[src/rtl/instruction_dump_tx.sv]
// Instruction store read-back: walks memory 0..WORDS-1 and sends each 16-bit word over an
// 8N1 UART, high byte first.
module instruction_dump_tx #(
    parameter int unsigned CLKS_PER_BIT = 868,
    parameter int unsigned ADDR_WIDTH   = 5,
    parameter int unsigned WORDS        = 32
) (
    input  logic                  CLK,
    input  logic                  RST,
    input  logic                  start,
    output logic [ADDR_WIDTH-1:0] read_addr,
    input  logic [15:0]           read_data,
    output logic                  UART_RXD_OUT,
    output logic                  busy,
    output logic                  done
);

    localparam int unsigned BAUD_W = (CLKS_PER_BIT > 1) ? $clog2(CLKS_PER_BIT) : 1;
    localparam logic [BAUD_W-1:0] BAUD_LAST = BAUD_W'(CLKS_PER_BIT - 1);
    localparam logic [ADDR_WIDTH-1:0] ADDR_LAST = ADDR_WIDTH'(WORDS - 1);

    typedef enum logic [2:0] {StIdle, StLoad, StStart, StData, StStop} state_t;

    state_t            state;
    logic [BAUD_W-1:0] baud_cnt;
    logic [2:0]        bit_idx;
    logic              byte_sel;  // 1 while the high byte of hold is on the line
    logic [15:0]       hold;
    logic [7:0]        cur_byte;
    logic              baud_tick;

    assign cur_byte  = byte_sel ? hold[15:8] : hold[7:0];
    assign baud_tick = (baud_cnt == BAUD_LAST);

    always_ff @(posedge CLK) begin
        if (RST) begin
            state        <= StIdle;
            baud_cnt     <= '0;
            bit_idx      <= '0;
            byte_sel     <= 1'b0;
            hold         <= '0;
            read_addr    <= '0;
            UART_RXD_OUT <= 1'b1;
            busy         <= 1'b0;
            done         <= 1'b0;
        end else begin
            done <= 1'b0;
            unique case (state)
                StIdle: begin
                    UART_RXD_OUT <= 1'b1;
                    if (start) begin
                        state     <= StLoad;
                        busy      <= 1'b1;
                        read_addr <= '0;
                    end
                end
                StLoad: begin
                    hold         <= read_data;
                    byte_sel     <= 1'b1;
                    baud_cnt     <= '0;
                    UART_RXD_OUT <= 1'b0;
                    state        <= StStart;
                end
                StStart: begin
                    if (baud_tick) begin
                        baud_cnt     <= '0;
                        bit_idx      <= '0;
                        UART_RXD_OUT <= cur_byte[0];
                        state        <= StData;
                    end else begin
                        baud_cnt <= baud_cnt + BAUD_W'(1);
                    end
                end
                StData: begin
                    if (baud_tick) begin
                        baud_cnt <= '0;
                        if (bit_idx == 3'd7) begin
                            UART_RXD_OUT <= 1'b1;
                            state        <= StStop;
                        end else begin
                            bit_idx      <= bit_idx + 3'd1;
                            UART_RXD_OUT <= cur_byte[bit_idx + 3'd1];
                        end
                    end else begin
                        baud_cnt <= baud_cnt + BAUD_W'(1);
                    end
                end
                StStop: begin
                    if (baud_tick) begin
                        baud_cnt <= '0;
                        if (byte_sel) begin
                            // Low byte follows immediately, no idle cycle.
                            byte_sel     <= 1'b0;
                            UART_RXD_OUT <= 1'b0;
                            state        <= StStart;
                        end else if (read_addr < ADDR_LAST) begin
                            read_addr <= read_addr + ADDR_WIDTH'(1);
                            state     <= StLoad;
                        end else begin
                            state <= StIdle;
                            busy  <= 1'b0;
                            done  <= 1'b1;
                        end
                    end else begin
                        baud_cnt <= baud_cnt + BAUD_W'(1);
                    end
                end
                default: state <= StIdle;
            endcase
        end
    end

endmodule

[config.mk]
export PLATFORM = sky130hd
export DESIGN_NAME = instruction_dump_tx
export DESIGN_NICKNAME = d
export VERILOG_FILES = /design/src/rtl/instruction_dump_tx.sv
export SDC_FILE = /design/constraint.sdc
export NUM_CORES = 1
export LEC_CHECK = 0
export CORE_AREA = 2 2 82 84
export CTS_CLUSTER_DIAMETER = 40
export CTS_CLUSTER_SIZE = 8
export DETAILED_ROUTE_END_ITERATION = 6
export DIE_AREA = 0 0 84 86
export GPL_TIMING_DRIVEN = 0
export MAX_ROUTING_LAYER = met4
export SYNTH_ARGS = -nofsm -noshare
export SYNTH_HDL_FRONTEND = slang
export SYNTH_SLANG_ARGS = --single-unit
[constraint.sdc]
create_clock -name CLK -period 3.35 [get_ports CLK]
set_input_delay 0.8375 -clock CLK [delete_from_list [all_inputs] [get_ports CLK]]
set_output_delay 0.8375 -clock CLK [all_outputs]
set_load 0.02 [all_outputs]
-- Yosys cells after proc, flatten, opt, wreduce, memory -nomap -nowiden
Index checks and enable logic that the tools add are counted.
- bits in registers: 41
- word-level logic and storage cells: 82
- reduce and logical (&&, ||, !) cells: 14
- multiplexer cells: 36
- bitwise operators: 2
- equality and inequality tests: 16
- add/sub/neg operators: 3
- order comparisons: 2
- operators by type and width (cell ; number):
    2-to-1 mux 3 bit ; 8
    2-to-1 mux 5 bit ; 4
    != test 2 bit (second input constant) ; 10
    case mux 10 bit (2 select lines) ; 1
    AND reduction 5 bit ; 4
    case mux 3 bit (5 select lines) ; 1
    2-to-1 mux 1 bit ; 13
    adder 10 x 1 -> 10 bit (second input constant) ; 1
    == test 10 bit (second input constant) ; 1
    2-to-1 mux 10 bit ; 1
    case mux 5 bit (2 select lines) ; 1
    2-to-1 mux 8 bit ; 1
    nonzero test 2 bit ; 4
    == test 3 x 2 -> 1 bit (second input constant) ; 2
    == test 3 bit (second input constant) ; 2
    case mux 3 bit (2 select lines) ; 1
    adder 5 x 1 -> 5 bit (second input constant) ; 1
    < comparator 5 bit (second input constant) ; 1
    case mux 1 bit (5 select lines) ; 1
    nonzero test 5 bit ; 1
    < comparator 3 x 4 -> 1 bit (second input constant) ; 1
    case mux 1 bit (2 select lines) ; 2
    AND reduction 4 bit ; 1
    OR reduction 4 bit ; 1
    other kinds (8) ; 9

-- Depth between registers and ports, before layout
Gate-level depths: netlist of run 1.
- word-level depth: 6
- gate-level depth with buffers: 7
- mapped depth without buffers: 6

-- Worst setup path after synthesis of run 1
No wires, ideal clock.
- path type: reg-to-reg
- start: register baud_cnt[0]
- end: register bit_idx[0]
- setup time: 0.114 ns
- period minus slack after synthesis: 2.108 ns
- cell stages (with the launch flop): 7
- buffers on the path: 0
- setup slack: 1.242 ns
- data arrival time: 1.994 ns
- required time: 3.236 ns
- cell sequence: dfxtp_1 -> ha_1 -> or4b_4 -> or3_4 -> a211oi_4 -> mux2i_1 -> nor2_1
- longest elaborated chain between the ends: 3
- elaborated cells on any way between the ends: 4
- ends and longest elaborated chain (item ; line ; text):
    start, declared ; 25 ; logic [BAUD_W-1:0] baud_cnt;
    start signal, assigned ; 71 ; baud_cnt <= baud_cnt + BAUD_W'(1);
    start signal, assigned ; 85 ; baud_cnt <= baud_cnt + BAUD_W'(1);
    start signal, assigned ; 105 ; baud_cnt <= baud_cnt + BAUD_W'(1);
    == test 10 bit * ; 33 ; assign baud_tick = (baud_cnt == BAUD_LAST);
    != test 2 bit (no line) ; -- ;
    AND reduction 4 bit (no line) * ; -- ;
    end signal, assigned ; 81 ; bit_idx <= bit_idx + 3'd1;
    end, declared ; 26 ; logic [2:0] bit_idx;
Every way passes the cells marked *; elsewhere a longest branch is shown, timed or not.
A chain may end at the register's enable or synchronous reset.

-- Worst setup path in the final report of run 1
Ends and elaborated chain as after synthesis.

==> results of run 1 <==
-- cells in the final DEF, fill, tap and decap left out, types with 2 or more instances in the layout --
cell type / Yosys / layout
sky130_fd_sc_hd__a21oi_1: 30 / 30
sky130_fd_sc_hd__buf_6: 3 / 3
sky130_fd_sc_hd__inv_1: 3 / 3
sky130_fd_sc_hd__nor2_1: 15 / 15
sky130_fd_sc_hd__nand4_1: 3 / 3
sky130_fd_sc_hd__nand2_1: 45 / 45
sky130_fd_sc_hd__o31ai_1: 2 / 2
sky130_fd_sc_hd__a41oi_1: 3 / 3
sky130_fd_sc_hd__nand3_1: 7 / 7
sky130_fd_sc_hd__o21ai_0: 11 / 11
sky130_fd_sc_hd__dfxtp_1: 41 / 41
sky130_fd_sc_hd__clkdlybuf4s50_1: 0 / 26
sky130_fd_sc_hd__nor4_1: 3 / 3
sky130_fd_sc_hd__clkbuf_1: 4 / 5
sky130_fd_sc_hd__and3_1: 4 / 4
sky130_fd_sc_hd__clkinv_2: 0 / 2
sky130_fd_sc_hd__mux4_2: 3 / 3
sky130_fd_sc_hd__clkbuf_8: 4 / 9
sky130_fd_sc_hd__mux2i_1: 7 / 7
sky130_fd_sc_hd__nand3b_1: 5 / 5
sky130_fd_sc_hd__or2b_2: 2 / 2
sky130_fd_sc_hd__nand2b_1: 4 / 4
sky130_fd_sc_hd__buf_2: 2 / 2
sky130_fd_sc_hd__xnor2_1: 2 / 2
sky130_fd_sc_hd__a311oi_1: 9 / 9
sky130_fd_sc_hd__ha_1: 4 / 4
sky130_fd_sc_hd__nor2b_1: 6 / 6
-- worst paths after layout --
check | cells after the start | end | slack, ns
worst max-delay path | 6 | bit_idx[0] | 1.04
worst min-delay path | 2 | hold[3] | 0.46
worst max register to register | 6 | bit_idx[0] | 1.04
worst min register to register | 2 | hold[3] | 0.46
-- metal layers --
layer / up-vias / track usage
met5: - / -
met4: 0 / 0.0352
met3: 5 / 0.0269
met2: 30 / 0.236
met1: 884 / 0.198
li1: 959 / -
-- worst max-delay path: stages (launching register included) --
cell	delay, ns
sky130_fd_sc_hd__dfxtp_1	0.38
sky130_fd_sc_hd__ha_1	0.27
sky130_fd_sc_hd__or4b_4	0.53
sky130_fd_sc_hd__or3_4	0.44
sky130_fd_sc_hd__a211oi_4	0.31
sky130_fd_sc_hd__mux2i_1	0.22
sky130_fd_sc_hd__nor2_1	0.05
-- where the power goes --
group | internal, mW | switching [mW] | leakage, nW | total (mW)
clock | 0.145 | 0.171 | 0.0450 | 0.315
sequential | 0.564 | 0.0530 | 0.333 | 0.617
combinational | 0.241 | 0.349 | 0.509 | 0.590
total | 0.949 | 0.573 | 0.887 | 1.52
-- sequential cells by signal (all words and copies together), names as in the netlist --
| name | cells |
|---|---|
| UART_RXD_OUT | 1 |
| baud_cnt | 10 |
| bit_idx | 3 |
| busy | 1 |
| byte_sel | 1 |
| done | 1 |
| hold | 16 |
| read_addr | 5 |
| state | 3 |
-- logic make-up (layout without fill, tap and decap cells) --
| group | after synthesis | after routing |
|---|---|---|
| AND/OR/NAND/NOR | 104 | 104 |
| adder cells (fa/ha/maj) | 4 | 4 |
| flip-flops | 41 | 41 |
| multiplexers | 10 | 10 |
| AO/OA/AOI/OAI | 66 | 66 |
| buffers and inverters | 17 | 51 |
| XOR/XNOR | 2 | 2 |
-- cell type report --
cell class | count | area share
Multi-Input combinational cell | 186 | 0.458
Sequential cell | 41 | 0.318
Timing Repair Buffer | 26 | 0.101
Buffer | 14 | 0.0490
Tap cell | 77 | 0.0373
Clock buffer | 6 | 0.0281
Inverter | 3 | 0.00436
Clock inverter | 2 | 0.00388
==> run_summary.xml, run 1 <==
<?xml version="1.0" encoding="UTF-8"?>
<metrics>
  <group name="cells_and_area">
    <metric name="layoutNonFillerInstCount" unit="">355</metric>
    <metric name="number_of_nets_in_the_layout" unit="">300</metric>
    <metric name="seqCellArea" unit="um^2">821</metric>
    <metric name="drive_above_1_share" unit="">0.112</metric>
    <metric name="area_of_the_multi_input_gates" unit="um^2">1180</metric>
    <metric name="filler_cell_count" unit="">665</metric>
    <metric name="final_cell_area" unit="um^2">2580</metric>
    <metric name="final_util" unit="">0.411</metric>
    <metric name="areaGrowthSynthToFinish" unit="%">20.5</metric>
    <metric name="insertedDiodeCount" unit="">0</metric>
  </group>
  <group name="timing">
    <metric name="post-route-min-period" unit="ns">2.31</metric>
    <metric name="timing.final.hold_violations" unit="">0</metric>
    <metric name="worst_pin_slew" unit="ns">0.667</metric>
    <metric name="finalSetupViolCount" unit="">0</metric>
    <metric name="postLayoutSetupSlackWorst" unit="ns">1.04</metric>
    <metric name="fin_skew" unit="ns">0.0122</metric>
    <metric name="headroom_to_the_max_slew_limit" unit="">0.552</metric>
    <metric name="finalMaxSlewViolations" unit="">0</metric>
    <metric name="final.setup.tns" unit="ns">0</metric>
    <metric name="post-route-period-util" unit="">0.689</metric>
    <metric name="highest_clock_frequency_the_design_can_meet" unit="MHz">433</metric>
    <metric name="finalHoldWorstSlack" unit="ns">0.455</metric>
    <metric name="setup_repair_after_global_routing_missed_its_margin" unit="">false</metric>
  </group>
  <group name="routing">
    <metric name="drtAntennaViolNets" unit="">0</metric>
    <metric name="met1Wirelength" unit="um">2390</metric>
    <metric name="routed-via-count" unit="">1878</metric>
    <metric name="post_dr_vias_cell" unit="">5.29</metric>
    <metric name="detailedRoute.firstPassIterationCount" unit="">4</metric>
    <metric name="route.top_layer_used" unit="">met4</metric>
    <metric name="avgRoutedWirePerCell" unit="um">13.6</metric>
    <metric name="drc_violation_total_after_the_first_tritonroute_iteration" unit="">121</metric>
    <metric name="met2WireLength" unit="um">2250</metric>
    <metric name="routed-wl-met3" unit="um">146</metric>
    <metric name="detail_route.wirelength" unit="um">4840</metric>
    <metric name="drc" unit="">0</metric>
  </group>
  <group name="worst_setup_path">
    <metric name="endpoint_kind" unit="">register</metric>
    <metric name="worstPathArrival" unit="ns">2.49</metric>
    <metric name="worstSetupStartpointType" unit="">register</metric>
    <metric name="crit_path_max_fanout" unit="">6</metric>
    <metric name="r2r-start" unit="">baud_cnt[0]</metric>
    <metric name="worstSetupPathType" unit="">register to register</metric>
    <metric name="cp_data_required_time" unit="ns">3.53</metric>
    <metric name="timing.critical_path.from" unit="">baud_cnt[0]</metric>
  </group>
  <group name="cts">
    <metric name="clock_sink_count" unit="">41</metric>
    <metric name="htreeDepth" unit="">2</metric>
    <metric name="clock-root-buffer" unit="">sky130_fd_sc_hd__clkbuf_8</metric>
    <metric name="cts_inserted_buffers" unit="">5</metric>
    <metric name="cts_max_path_bufs" unit="">2</metric>
    <metric name="cts_tree" unit="">built</metric>
    <metric name="cts.hold.buffers_added" unit="">0</metric>
    <metric name="clk_latency" unit="ns">0.30</metric>
    <metric name="cts_resized" unit="">0</metric>
    <metric name="clkTransAtPathRegs" unit="ns">0.08</metric>
    <metric name="postCtsSetupBuffers" unit="">0</metric>
  </group>
  <group name="global_route">
    <metric name="grt_pass1_vias" unit="">1781</metric>
    <metric name="overflow" unit="">0</metric>
    <metric name="maximum_number_of_pins_on_one_net_before_global_route_repair" unit="">13</metric>
    <metric name="grt_antenna_before_repair" unit="">0</metric>
    <metric name="grt_pass1_wl" unit="um">8480</metric>
    <metric name="grt.total_usage" unit="">0.149</metric>
  </group>
  <group name="logic_synthesis">
    <metric name="ys_seq_area_frac" unit="">0.383</metric>
    <metric name="most_repeated_cell_in_the_gate_level_netlist_after_synthesis" unit="">sky130_fd_sc_hd__nand2_1</metric>
    <metric name="synth_top_cell_by_area" unit="">sky130_fd_sc_hd__dfxtp_1</metric>
    <metric name="post_synth_most_frequent_cells" unit="">45 x sky130_fd_sc_hd__nand2_1, 41 x sky130_fd_sc_hd__dfxtp_1, 30 x sky130_fd_sc_hd__a21oi_1, 15 x sky130_fd_sc_hd__nor2_1, 11 x sky130_fd_sc_hd__o21ai_0</metric>
    <metric name="synth_compound_area_frac" unit="">0.206</metric>
    <metric name="yosys.area.top_type_share" unit="">0.383</metric>
    <metric name="syn_area" unit="um^2">2140</metric>
    <metric name="yosys-top-cells-area" unit="">sky130_fd_sc_hd__dfxtp_1 38%, sky130_fd_sc_hd__nand2_1 7.9%, sky130_fd_sc_hd__a21oi_1 7.0%</metric>
    <metric name="synth_adder_area_share" unit="">0.0234</metric>
    <metric name="yosysWarnings" unit="">0</metric>
    <metric name="syn_area_per_cell" unit="um^2">8.77</metric>
    <metric name="share_of_cell_area_taken_by_muxes_after_synthesis" unit="">0.0643</metric>
    <metric name="yosysUniqueCellTypes" unit="">47</metric>
    <metric name="post_synth_xor_area_fraction" unit="">0.00818</metric>
    <metric name="net_count_of_the_mapped_netlist" unit="">267</metric>
    <metric name="synth_edf_count" unit="">0</metric>
    <metric name="synth-main-ff-cell" unit="">sky130_fd_sc_hd__dfxtp_1</metric>
    <metric name="synth_top_family_by_area" unit="">simple AND/OR/NAND/NOR gates</metric>
    <metric name="yosys.area_share.simple" unit="">0.251</metric>
    <metric name="asr_flop_ratio_synth" unit="">0</metric>
    <metric name="synthCells" unit="">244</metric>
    <metric name="postSynthRegisterBits" unit="">41</metric>
  </group>
  <group name="place">
    <metric name="dp_cells" unit="">347</metric>
    <metric name="place_congestion" unit="">0.815</metric>
    <metric name="dpl_worst_slack" unit="ns">0.954</metric>
    <metric name="detailed_place_hpwl" unit="um">3470</metric>
    <metric name="place.port_buffers" unit="">26</metric>
    <metric name="placed_area" unit="um^2">2500</metric>
  </group>
  <group name="power_and_ir_drop">
    <metric name="ir_drop" unit="mV">0.205</metric>
    <metric name="post-layout-total-power" unit="mW">1.52</metric>
    <metric name="leakagePower" unit="nW">0.887</metric>
    <metric name="power_density" unit="nW/um^2">590</metric>
  </group>
  <group name="floorplanning">
    <metric name="dieArea" unit="um^2">7220</metric>
    <metric name="chipWidth" unit="um">84</metric>
    <metric name="io_pins" unit="">27</metric>
    <metric name="core.rowCount" unit="">29</metric>
    <metric name="initial_utilization" unit="">0.341</metric>
    <metric name="floorplan.die.height" unit="um">86</metric>
    <metric name="fp.coreArea" unit="um^2">6280</metric>
  </group>
  <group name="hold_path">
    <metric name="hold_start" unit="">hold[3]</metric>
    <metric name="hold_class" unit="">register to register</metric>
  </group>
  <group name="run_status">
    <metric name="outcome" unit="">finished, final reports clean</metric>
  </group>
  <group name="flow_run">
    <metric name="number_of_max_cap_violations" unit="">0</metric>
  </group>
</metrics>
No activity file was read; power rests on OpenSTA's default activity.
==> inputs of run 2 (changes only) <==
==> constraint.sdc (replaced) <==
create_clock -name CLK -period 2.16 [get_ports CLK]
set_input_delay 0.54 -clock CLK [delete_from_list [all_inputs] [get_ports CLK]]
set_output_delay 0.54 -clock CLK [all_outputs]
set_load 0.02 [all_outputs]
==> run_summary.xml, run 2 (synthesis gave the netlist of run 1 again) <==
<?xml version="1.0" encoding="UTF-8"?>
<metrics>
  <group name="worst_setup_path">
    <metric name="cp.depth" unit="">7</metric>
    <metric name="critPathMaxStageDelay" unit="ns">0.50</metric>
    <metric name="crit_path_max_fanout" unit="">6</metric>
    <metric name="worstSetupStartpointType" unit="">register</metric>
    <metric name="critPathTopFamily" unit="">simple AND/OR/NAND/NOR gates</metric>
    <metric name="worstSetupPathType" unit="">register to register</metric>
    <metric name="endpoint_kind" unit="">register</metric>
    <metric name="worst_r2r_path_depth" unit="">7</metric>
    <metric name="worstPathArrival" unit="ns">2.27</metric>
    <metric name="cpMaxStageDelayCell" unit="">sky130_fd_sc_hd__or4b_4</metric>
    <metric name="cp.buffers_inverters" unit="">2</metric>
    <metric name="worstPathCellList" unit="">ha_4, or4b_4, nor3_4, buf_6, buf_4, a311oi_1, a221o_1</metric>
    <metric name="cp_data_required_time" unit="ns">2.34</metric>
  </group>
  <group name="floorplanning">
    <metric name="io_pins" unit="">27</metric>
    <metric name="floorplan.die.height" unit="um">86</metric>
    <metric name="core.rowCount" unit="">29</metric>
    <metric name="dieArea" unit="um^2">7220</metric>
    <metric name="initial_utilization" unit="">0.341</metric>
    <metric name="chipWidth" unit="um">84</metric>
    <metric name="fp.coreArea" unit="um^2">6280</metric>
  </group>
  <group name="routing">
    <metric name="route.top_layer_used" unit="">met4</metric>
    <metric name="routed-wl-met3" unit="um">134</metric>
    <metric name="drc_violation_total_after_the_first_tritonroute_iteration" unit="">95</metric>
    <metric name="met1Wirelength" unit="um">2460</metric>
    <metric name="met2WireLength" unit="um">2260</metric>
    <metric name="drtAntennaViolNets" unit="">0</metric>
    <metric name="detailedRoute.firstPassIterationCount" unit="">4</metric>
    <metric name="routed-via-count" unit="">1887</metric>
    <metric name="avgRoutedWirePerCell" unit="um">13.6</metric>
    <metric name="detail_route.wirelength" unit="um">4890</metric>
    <metric name="post_dr_vias_cell" unit="">5.26</metric>
    <metric name="drc" unit="">0</metric>
  </group>
  <group name="cts">
    <metric name="htreeDepth" unit="">2</metric>
    <metric name="clock_sink_count" unit="">41</metric>
    <metric name="cts_inserted_buffers" unit="">5</metric>
    <metric name="cts_max_path_bufs" unit="">2</metric>
    <metric name="clk_latency" unit="ns">0.30</metric>
    <metric name="cts_tree" unit="">built</metric>
    <metric name="clock-root-buffer" unit="">sky130_fd_sc_hd__clkbuf_8</metric>
    <metric name="clkTransAtPathRegs" unit="ns">0.09</metric>
  </group>
  <group name="timing">
    <metric name="headroom_to_the_max_slew_limit" unit="">0.533</metric>
    <metric name="fin_skew" unit="ns">0.0137</metric>
    <metric name="timing.final.hold_violations" unit="">0</metric>
    <metric name="finalSetupViolCount" unit="">0</metric>
    <metric name="postLayoutSetupSlackWorst" unit="ns">0.0686</metric>
    <metric name="finalMaxSlewViolations" unit="">0</metric>
    <metric name="setup_repair_after_global_routing_missed_its_margin" unit="">false</metric>
    <metric name="post-route-min-period" unit="ns">2.09</metric>
    <metric name="worst_pin_slew" unit="ns">0.695</metric>
    <metric name="post-route-period-util" unit="">0.968</metric>
    <metric name="highest_clock_frequency_the_design_can_meet" unit="MHz">478</metric>
  </group>
  <group name="global_route">
    <metric name="grt_pass1_vias" unit="">1788</metric>
    <metric name="grt_antenna_before_repair" unit="">0</metric>
    <metric name="maximum_number_of_pins_on_one_net_before_global_route_repair" unit="">13</metric>
    <metric name="grt_pass1_wl" unit="um">8500</metric>
    <metric name="overflow" unit="">0</metric>
    <metric name="grt.total_usage" unit="">0.149</metric>
  </group>
  <group name="cells_and_area">
    <metric name="number_of_nets_in_the_layout" unit="">304</metric>
    <metric name="filler_cell_count" unit="">654</metric>
    <metric name="insertedDiodeCount" unit="">0</metric>
    <metric name="final_cell_area" unit="um^2">2650</metric>
    <metric name="regMostFlops" unit="">hold</metric>
    <metric name="mostFrequentLayoutCells" unit="">45 x sky130_fd_sc_hd__nand2_1, 39 x sky130_fd_sc_hd__dfxtp_1, 30 x sky130_fd_sc_hd__a21oi_1</metric>
    <metric name="flip_flop_count_of_the_largest_register_after_layout" unit="">16</metric>
    <metric name="largest_registers" unit="">hold x16, baud_cnt x10, read_addr x5</metric>
    <metric name="areaGrowthSynthToFinish" unit="%">23.8</metric>
    <metric name="layoutNonFillerInstCount" unit="">359</metric>
    <metric name="drive_above_1_share" unit="">0.135</metric>
    <metric name="layout_commonest_cell" unit="">sky130_fd_sc_hd__nand2_1</metric>
  </group>
  <group name="place">
    <metric name="dp_cells" unit="">347</metric>
    <metric name="placed_area" unit="um^2">2500</metric>
    <metric name="place.port_buffers" unit="">26</metric>
    <metric name="detailed_place_hpwl" unit="um">3470</metric>
    <metric name="dpl_worst_slack" unit="ns">-0.0996</metric>
    <metric name="place_congestion" unit="">0.815</metric>
  </group>
  <group name="hold_path">
    <metric name="hold-path-cell-count" unit="">2</metric>
    <metric name="hold_class" unit="">register to register</metric>
  </group>
  <group name="run_status">
    <metric name="outcome" unit="">finished, final reports clean</metric>
  </group>
  <group name="flow_run">
    <metric name="number_of_max_cap_violations" unit="">0</metric>
  </group>
  <group name="power_and_ir_drop">
    <metric name="leakagePower" unit="nW">0.908</metric>
    <metric name="power_density" unit="nW/um^2">913</metric>
    <metric name="ir_drop" unit="mV">0.323</metric>
  </group>
</metrics>
run 2: final cells by class:
class                           count  area, um^2  share of cell area
Tap cell                           77        96.3              0.0364
Buffer                             14         126              0.0477
Inverter                            3        11.3             0.00425
Clock buffer                        6        72.6              0.0274
Clock inverter                      2        10.0             0.00378
Multi-Input combinational cell    186        1210               0.458
Timing Repair Buffer               30         294               0.111
Sequential cell                    41         826               0.312
run 2: final timing paths:
kind                             startpoint           end  slack, ns
worst max register to register  baud_cnt[1]  UART_RXD_OUT       0.07
worst max-delay path            baud_cnt[1]  UART_RXD_OUT       0.07
worst min-delay path               hold[15]      hold[15]       0.46
worst min register to register     hold[15]      hold[15]       0.46
run 2: worst min-delay path, stage by stage (launching register included):
cell                      delay (ns)
sky130_fd_sc_hd__dfxtp_1        0.31
sky130_fd_sc_hd__nand2_1        0.05
sky130_fd_sc_hd__a21oi_1        0.05
run 2: what timing repair did:
action,4_1_cts,5_1_grt
setup buffers,0,4
pin swaps,4,4
endpoints found under the setup margin,14,9
gates resized for setup,4,4
hold buffers,0,0
run 2: where the power goes:
group,switching [mW],internal [mW]
Sequential,0.0859,0.879
Combinational,0.556,0.402
Clock,0.271,0.224
Total,0.913,1.51
run 2: stage by stage:
stage / utilization / hold WS (ns) / power [mW] / setup TNS, ns
finish: 0.422 / 0.456 / 2.42 / 0
global route: 0.422 / 0.481 / 2.60 / 0
detailed placement: 0.398 / 0.447 / 1.89 / -0.416
floorplan: - / 0.431 / 1.64 / 0
CTS: 0.413 / 0.458 / 2.40 / 0
global placement: 0.398 / 0.442 / 1.88 / -0.340
run 2: metal layers:
layer | global-route usage | up-vias
li1 | - | 963
met1 | 0.198 | 894
met2 | 0.237 | 26
met3 | 0.0269 | 4
met4 | 0.0352 | 0
met5 | - | -
